===== src/rtl/tile_lane_engine_if.sv =====
// Signal bundle between the tile lane engine and its key/draw/score neighbours.
// master = engine side, slave = input/display side.
interface tile_lane_engine_if #(
    parameter int LANES = 4,
    parameter int ROWS  = 7
);
    localparam int LW = (LANES > 1) ? $clog2(LANES) : 1;

    logic                startn;
    logic [LANES-1:0]    key_press;
    logic [ROWS*LW-1:0]  row_lane;
    logic [ROWS-1:0]     row_valid;
    logic [15:0]         score;
    logic                hit_pulse;
    logic                miss_pulse;
    logic                shift_pulse;
    logic [1:0]          lives_left;
    logic                game_over;
    logic [1:0]          state;

    modport master (
        input  startn, key_press,
        output row_lane, row_valid, score, hit_pulse, miss_pulse, shift_pulse,
               lives_left, game_over, state
    );

    modport slave (
        output startn, key_press,
        input  row_lane, row_valid, score, hit_pulse, miss_pulse, shift_pulse,
               lives_left, game_over, state
    );
endinterface


===== src/rtl/tile_lane_engine.sv =====
// Piano-tiles game core: falling-tile rows, self-timed scroll with speed-up, hit checking and score.
// Define TILE_ENGINE_LIVES_EN to give the player three lives instead of ending on the first miss.
module tile_lane_engine #(
    parameter int          LANES         = 4,
    parameter int          ROWS          = 7,
    parameter int          TICK_INIT     = 25000000,
    parameter int          TICK_MIN      = 5000000,
    parameter int          SPEEDUP_EVERY = 8,
    parameter int          SPEEDUP_STEP  = 1000000,
    parameter logic [15:0] SEED          = 16'hACE1
) (
    input  logic               clock,
    input  logic               resetn,
    tile_lane_engine_if.master bus
);
    localparam int          LW       = (LANES > 1) ? $clog2(LANES) : 1;
    localparam logic [15:0] SEED_EFF = (SEED == 16'h0000) ? 16'h0001 : SEED;
`ifdef TILE_ENGINE_LIVES_EN
    localparam logic [1:0]  LIVES_START = 2'd3;
`else
    localparam logic [1:0]  LIVES_START = 2'd0;
`endif

    typedef enum logic [1:0] {
        ST_IDLE = 2'd0,
        ST_RUN  = 2'd1,
        ST_OVER = 2'd2
    } state_t;

    state_t              state_reg, state_next;
    logic [ROWS*LW-1:0]  row_lane_reg, row_lane_next;
    logic [ROWS-1:0]     row_valid_reg, row_valid_next;
    logic [15:0]         score_reg, score_next;
    logic                hit_reg, hit_next;
    logic                miss_reg, miss_next;
    logic                shift_reg, shift_next;
    logic [1:0]          lives_reg, lives_next;
    logic [31:0]         period_reg, period_next;
    logic [31:0]         cnt_reg, cnt_next;
    logic [15:0]         hit_cnt_reg, hit_cnt_next;
    logic [15:0]         lfsr_reg, lfsr_next;

    logic [LW-1:0]       lane_raw;
    logic [LW-1:0]       lane_new;
    logic [LANES-1:0]    lane_onehot;
    logic [ROWS-1:0]     valid_shifted;
    logic [ROWS*LW-1:0]  lane_shifted;
    logic                tick;
    logic                hit;
    logic                miss_ev;
    logic                do_shift;

    assign lane_raw      = lfsr_reg[LW-1:0];
    assign lane_new      = ({{(32-LW){1'b0}}, lane_raw} >= 32'(LANES)) ? lane_raw - LW'(LANES) : lane_raw;
    assign lane_onehot   = {{(LANES-1){1'b0}}, 1'b1} << row_lane_reg[LW-1:0];
    assign valid_shifted = {1'b1, row_valid_reg[ROWS-1:1]};
    assign lane_shifted  = {lane_new, row_lane_reg[ROWS*LW-1:LW]};

    always_comb begin
        state_next     = state_reg;
        row_lane_next  = row_lane_reg;
        row_valid_next = row_valid_reg;
        score_next     = score_reg;
        hit_next       = 1'b0;
        miss_next      = 1'b0;
        shift_next     = 1'b0;
        lives_next     = lives_reg;
        period_next    = period_reg;
        cnt_next       = cnt_reg;
        hit_cnt_next   = hit_cnt_reg;
        lfsr_next      = {lfsr_reg[14:0], lfsr_reg[15] ^ lfsr_reg[13] ^ lfsr_reg[12] ^ lfsr_reg[10]};
        tick           = 1'b0;
        hit            = 1'b0;
        miss_ev        = 1'b0;
        do_shift       = 1'b0;

        case (state_reg)
            ST_RUN: begin
                // >= rather than == so a speed-up that drops the period below the running count still ticks
                tick     = (cnt_reg >= period_reg - 32'd1);
                cnt_next = tick ? 32'd0 : cnt_reg + 32'd1;

                if (|bus.key_press) begin
                    if (row_valid_reg[0] && (bus.key_press == lane_onehot)) begin
                        hit               = 1'b1;
                        hit_next          = 1'b1;
                        row_valid_next[0] = 1'b0;
                        if (score_reg != 16'hFFFF)
                            score_next = score_reg + 16'd1;
                        if (hit_cnt_reg == 16'(SPEEDUP_EVERY - 1)) begin
                            hit_cnt_next = 16'd0;
                            period_next  = (period_reg >= 32'(TICK_MIN + SPEEDUP_STEP)) ?
                                           period_reg - 32'(SPEEDUP_STEP) : 32'(TICK_MIN);
                        end else begin
                            hit_cnt_next = hit_cnt_reg + 16'd1;
                        end
                    end else begin
                        miss_ev = 1'b1;
                    end
                end

                // A tile still sitting in the hit row when the scroll fires was never played
                if (tick && row_valid_reg[0] && !hit)
                    miss_ev = 1'b1;

                if (miss_ev) begin
                    miss_next = 1'b1;
`ifdef TILE_ENGINE_LIVES_EN
                    lives_next = lives_reg - 2'd1;
                    if (lives_reg == 2'd1)
                        state_next = ST_OVER;
                    else if (tick)
                        do_shift = 1'b1;
`else
                    state_next = ST_OVER;
`endif
                end else if (tick) begin
                    do_shift = 1'b1;
                end

                if (do_shift) begin
                    row_valid_next = valid_shifted;
                    row_lane_next  = lane_shifted;
                    shift_next     = 1'b1;
                end
            end

            default: begin
                // IDLE and OVER keep the last board on display until a start request
                if (!bus.startn) begin
                    state_next     = ST_RUN;
                    row_lane_next  = '0;
                    row_valid_next = '0;
                    score_next     = 16'd0;
                    period_next    = 32'(TICK_INIT);
                    cnt_next       = 32'd0;
                    hit_cnt_next   = 16'd0;
                    lives_next     = LIVES_START;
                end
            end
        endcase
    end

    always_ff @(posedge clock) begin
        if (!resetn) begin
            state_reg     <= ST_IDLE;
            row_lane_reg  <= '0;
            row_valid_reg <= '0;
            score_reg     <= 16'd0;
            hit_reg       <= 1'b0;
            miss_reg      <= 1'b0;
            shift_reg     <= 1'b0;
            lives_reg     <= LIVES_START;
            period_reg    <= 32'(TICK_INIT);
            cnt_reg       <= 32'd0;
            hit_cnt_reg   <= 16'd0;
            lfsr_reg      <= SEED_EFF;
        end else begin
            state_reg     <= state_next;
            row_lane_reg  <= row_lane_next;
            row_valid_reg <= row_valid_next;
            score_reg     <= score_next;
            hit_reg       <= hit_next;
            miss_reg      <= miss_next;
            shift_reg     <= shift_next;
            lives_reg     <= lives_next;
            period_reg    <= period_next;
            cnt_reg       <= cnt_next;
            hit_cnt_reg   <= hit_cnt_next;
            lfsr_reg      <= lfsr_next;
        end
    end

    assign bus.row_lane    = row_lane_reg;
    assign bus.row_valid   = row_valid_reg;
    assign bus.score       = score_reg;
    assign bus.hit_pulse   = hit_reg;
    assign bus.miss_pulse  = miss_reg;
    assign bus.shift_pulse = shift_reg;
    assign bus.lives_left  = lives_reg;
    assign bus.game_over   = (state_reg == ST_OVER);
    assign bus.state       = state_reg;
endmodule


===== src/flat_wrapper.sv =====
// flat-port wrapper written by rule: the top's interface ports become plain ports
module tile_lane_engine_flat 
#(
    parameter int          LANES         = 4,
    parameter int          ROWS          = 7,
    parameter int          TICK_INIT     = 25000000,
    parameter int          TICK_MIN      = 5000000,
    parameter int          SPEEDUP_EVERY = 8,
    parameter int          SPEEDUP_STEP  = 1000000,
    parameter logic [15:0] SEED          = 16'hACE1
)
  (clock, resetn, bus_startn, bus_key_press, bus_row_lane, bus_row_valid, bus_score, bus_hit_pulse, bus_miss_pulse, bus_shift_pulse, bus_lives_left, bus_game_over, bus_state);
  tile_lane_engine_if #(.LANES(LANES), .ROWS(ROWS)) bus_i ();
  input  logic clock;
  input  logic resetn;
  input wire logic [$bits(bus_i.startn)-1:0] bus_startn;
  input wire logic [$bits(bus_i.key_press)-1:0] bus_key_press;
  output wire logic [$bits(bus_i.row_lane)-1:0] bus_row_lane;
  output wire logic [$bits(bus_i.row_valid)-1:0] bus_row_valid;
  output wire logic [$bits(bus_i.score)-1:0] bus_score;
  output wire logic [$bits(bus_i.hit_pulse)-1:0] bus_hit_pulse;
  output wire logic [$bits(bus_i.miss_pulse)-1:0] bus_miss_pulse;
  output wire logic [$bits(bus_i.shift_pulse)-1:0] bus_shift_pulse;
  output wire logic [$bits(bus_i.lives_left)-1:0] bus_lives_left;
  output wire logic [$bits(bus_i.game_over)-1:0] bus_game_over;
  output wire logic [$bits(bus_i.state)-1:0] bus_state;
  assign bus_i.startn = bus_startn;
  assign bus_i.key_press = bus_key_press;
  assign bus_row_lane = bus_i.row_lane;
  assign bus_row_valid = bus_i.row_valid;
  assign bus_score = bus_i.score;
  assign bus_hit_pulse = bus_i.hit_pulse;
  assign bus_miss_pulse = bus_i.miss_pulse;
  assign bus_shift_pulse = bus_i.shift_pulse;
  assign bus_lives_left = bus_i.lives_left;
  assign bus_game_over = bus_i.game_over;
  assign bus_state = bus_i.state;
  tile_lane_engine #(.LANES(LANES), .ROWS(ROWS), .TICK_INIT(TICK_INIT), .TICK_MIN(TICK_MIN), .SPEEDUP_EVERY(SPEEDUP_EVERY), .SPEEDUP_STEP(SPEEDUP_STEP), .SEED(SEED)) u_core (.clock(clock), .resetn(resetn), .bus(bus_i));
endmodule

===== config.mk =====
export PLATFORM = sky130hd
export DESIGN_NAME = tile_lane_engine_flat
export DESIGN_NICKNAME = d
export VERILOG_FILES = /design/src/rtl/tile_lane_engine_if.sv /design/src/rtl/tile_lane_engine.sv /design/src/flat_wrapper.sv
export SDC_FILE = /design/constraint.sdc
export NUM_CORES = 1
export LEC_CHECK = 0
export CAP_MARGIN = 25
export CORE_UTILIZATION = 50
export CTS_BUF_LIST = sky130_fd_sc_hd__clkbuf_16
export CTS_CLUSTER_DIAMETER = 120
export CTS_CLUSTER_SIZE = 28
export DETAILED_ROUTE_END_ITERATION = 8
export MAX_ROUTING_LAYER = met4
export PLACE_DENSITY = 0.69
export SLEW_MARGIN = 20
export SYNTH_ARGS = -nofsm -noshare
export SYNTH_HDL_FRONTEND = slang
export SYNTH_SLANG_ARGS = --single-unit

===== constraint.sdc =====
create_clock -name clock -period 8.6 [get_ports clock]
set_input_delay 1.72 -clock clock [delete_from_list [all_inputs] [get_ports clock]]
set_output_delay 1.72 -clock clock [all_outputs]
set_load 0.01 [all_outputs]

==> results_dict.tcl <==
set metrics [dict create \
    status "completed" \
    postCtsResizedCells 0 \
    die_y_um 124.4 \
    ant_nets 0 \
    grt_overflow 0 \
    antenna_found_initial 0 \
    clock_skew_ns 0.008056 \
    die_w_um 124.4 \
    dieArea_mm2 0.01547 \
    rsz0062_at_grt "no" \
    track_usage_pct 24.65 \
    drt_iter0_markers 520 \
    finalNetCount 973 \
    core_mm2 0.01459 \
    synth.cell_area_mm2 0.007488 \
    worstSkewPairLatency_ns 0.43 \
    synthArstFlopShare_pct 0 \
    wire_per_inst_um 15.90 \
    grt_pass1_vias 6082 \
    path_clk_slew_ns 0.06 \
    power_density_mw_per_mm2 172.7 \
    yosysTopAreaCell "dfxtp_1" \
    synth_top_cell_area_share_pct 35.29 \
    cts_setup_buffers 0 \
    postSynthCellCount 914 \
    synth_cell_type_count 75 \
    cp_slowest_cell "nand2b_1" \
    place_congestion 0.8908 \
    synth_ff_type "dfxtp_1" \
    grt_first_pass_wirelength_mm 30.44 \
    critPathMaxFanout 44 \
    portBuffers 49 \
    drive_above_1_share_pct 6.871 \
    slew_headroom_pct 27.93 \
    crit_required_ns 8.94 \
    crit_chain "clkdlybuf4s50_1, or4_1, o2111a_1, a31oi_4, buf_4, nand2b_1, nand2_1, a31oi_1" \
    areaGrowthSynthToFinish_pct 15.04 \
    arrival_ns 5.05 \
    wl_mm 17.97 \
    path_buf_inv 2 \
    largest_register_ffs 32 \
    worst_setup_path_end_kind "flip-flop" \
    postCtsHoldBufs 0 \
    setup_viol 0 \
    nFillCells 1321 \
    dr.pass1.iters 5 \
    max_stage_delay_ns 0.65 \
    final_core_util_pct 59.05 \
    initial_utilization_pct 51.33 \
    syn_area_per_cell_um2 8.193 \
    diodes 0 \
    vdd_drop_max_mv 0.1393 \
    via_per_inst 5.890 \
    synth_edf_count 0 \
    hold_class "flip-flop to flip-flop" \
    maxCapViolCount 0 \
    worstMarginPinSlew_ns 1.073 \
    slew_violations 0 \
    hold_viol_final 0 \
    grt_max_degree 49 \
    numClockSinks 132 \
    synth_area_leaders "dfxtp_1 35%, nand2_1 6.5%, xnor2_1 6.3%" \
    stdcell_count 1130 \
    crit_path_start_kind "input port" \
    dp_hpwl_mm 12.27 \
    vias 6656 \
    fin_setup_tns_ns 0 \
    cts.htree.levels 4 \
    ys_ff_latch 132 \
    clockBufferDepth 2 \
    rows 44 \
    drc 0 \
    period_share_pct 54.69 \
    report.power.total_mw 1.488 \
    yosysSeqAreaShare_pct 35.29 \
    cts_tree "done" \
    pin_count 52 \
    fmax_mhz 212.6 \
    cts_buffers 17 \
    path_class "input port to flip-flop" \
    placed_cells 1098 \
    post-route-min-period_ns 4.704 \
    cts_root_buf "clkbuf_16" \
    critPathTopFamily "simple AND/OR/NAND/NOR gates" \
    ys.warnings.count 0 \
    leakage_nw 2.940 \
    r2r_setup_slack_ns 3.91 \
]
cell usage in the layout, fill, tap and decap left out, drive strengths merged, types with 5 or more instances in the layout:
master / n
clkbuf: 17
o21ai: 37
xor2: 12
nor3b: 5
a21oi: 29
o31a: 5
ha: 33
a41oi: 8
or4: 8
buf: 11
xnor2: 54
o211ai: 11
and4: 8
nor3: 31
a31oi: 11
and3: 5
dfxtp: 132
nand3: 35
nand2: 131
mux2i: 24
nor2b: 8
a32oi: 9
nand4: 31
nand2b: 12
nor4b: 7
and2: 12
o21a: 5
nor2: 84
or3: 8
inv: 27
nor4: 34
clkdlybuf4s50: 48
cells by family (layout without fill, tap and decap cells):
logic type | Yosys count | after routing | share of synthesized area, %
simple gates | 429 | 429 | 29.07
compound gates | 151 | 151 | 14.64
flops | 132 | 132 | 35.29
buf+inv | 78 | 109 | 4.511
xor+xnor | 66 | 66 | 7.719
fa+ha+maj | 33 | 33 | 5.514
mux | 24 | 24 | 3.208
other cells | 1 | 2 | 0.05008
layer usage:
layer | vias up | GRT usage, % | part of all wire, %
met5 | - | - | 0
met4 | 0 | 6.945 | 1.4
met3 | 20 | 6.186 | 5.6
met2 | 180 | 37.83 | 46
met1 | 3104 | 32.05 | 47
li1 | 3352 | - | -
through the flow:
stage	hold WS [ns]	instance area [µm²]	setup WS (ns)
finish	0.4083	8615	3.896
global route	0.4376	8615	3.466
CTS	0.4129	8613	3.832
detailed placement	0.3969	8025	3.525
global placement	0.3901	8020	3.586
floorplan	0.3863	7492	4.750
Yosys cell counts (3+ instances only):
master and instances:
o21ai_1 6, xnor2_1 54, nor3_1 31, inv_1 18
and4_1 8, nor2_1 81, o21a_1 5, nand4_1 31
mux2i_1 24, nor4_1 31, xor2_1 12, a41oi_1 8
nor3b_1 5, a221o_1 4, a32oi_1 9, or4_1 8
ha_1 33, o31a_1 5, and3_1 5, buf_4 5
a21o_1 4, buf_1 4, nor4b_1 7, o2111ai_1 3
and2_1 12, o21ai_0 31, a21oi_1 27, nor2b_1 8
o211ai_1 10, nor2_2 3, a31oi_1 10, or3_1 7
nand3_1 35, clkbuf_1 35, nand2b_1 12, buf_2 15
dfxtp_1 132, nand2_1 130
final timing paths:
kind	start	end	depth (start not counted)
min	u_core.lfsr_reg[14]	u_core.lfsr_reg[15]	1
max	bus_key_press[1]	u_core.period_reg[28]	8
max reg2reg	u_core.period_reg[9]	u_core.cnt_reg[26]	13
min reg2reg	u_core.lfsr_reg[14]	u_core.lfsr_reg[15]	1
layout make-up:
cell class	count	area, µm²	area share (%)
Clock inverter	15	162.7	1.888
Multi-Input combinational cell	705	4526	52.53
Inverter	18	67.56	0.7843
Sequential cell	132	2643	30.68
Timing Repair Buffer	59	560.5	6.507
Tap cell	184	230.2	2.672
Clock buffer	17	425.4	4.938
worst register-to-register path, delay by kind of cell, from the launching register on:
family	cells	cell delay, ns
adder cells (fa/ha/maj)	1	0.30
buffers and inverters	1	0.26
XOR/XNOR	1	0.15
AND/OR/NAND/NOR	8	2.82
flip-flops	1	0.43
AO/OA/AOI/OAI	2	0.59
power breakdown:
| group | internal (mW) | switching (mW) | leakage (nW) |
|---|---|---|---|
| logic | 0.0444 | 0.0793 | 1.58 |
| clock network | 0.411 | 0.309 | 0.288 |
| registers | 0.624 | 0.0200 | 1.07 |
No activity file was read; power rests on OpenSTA's default activity.
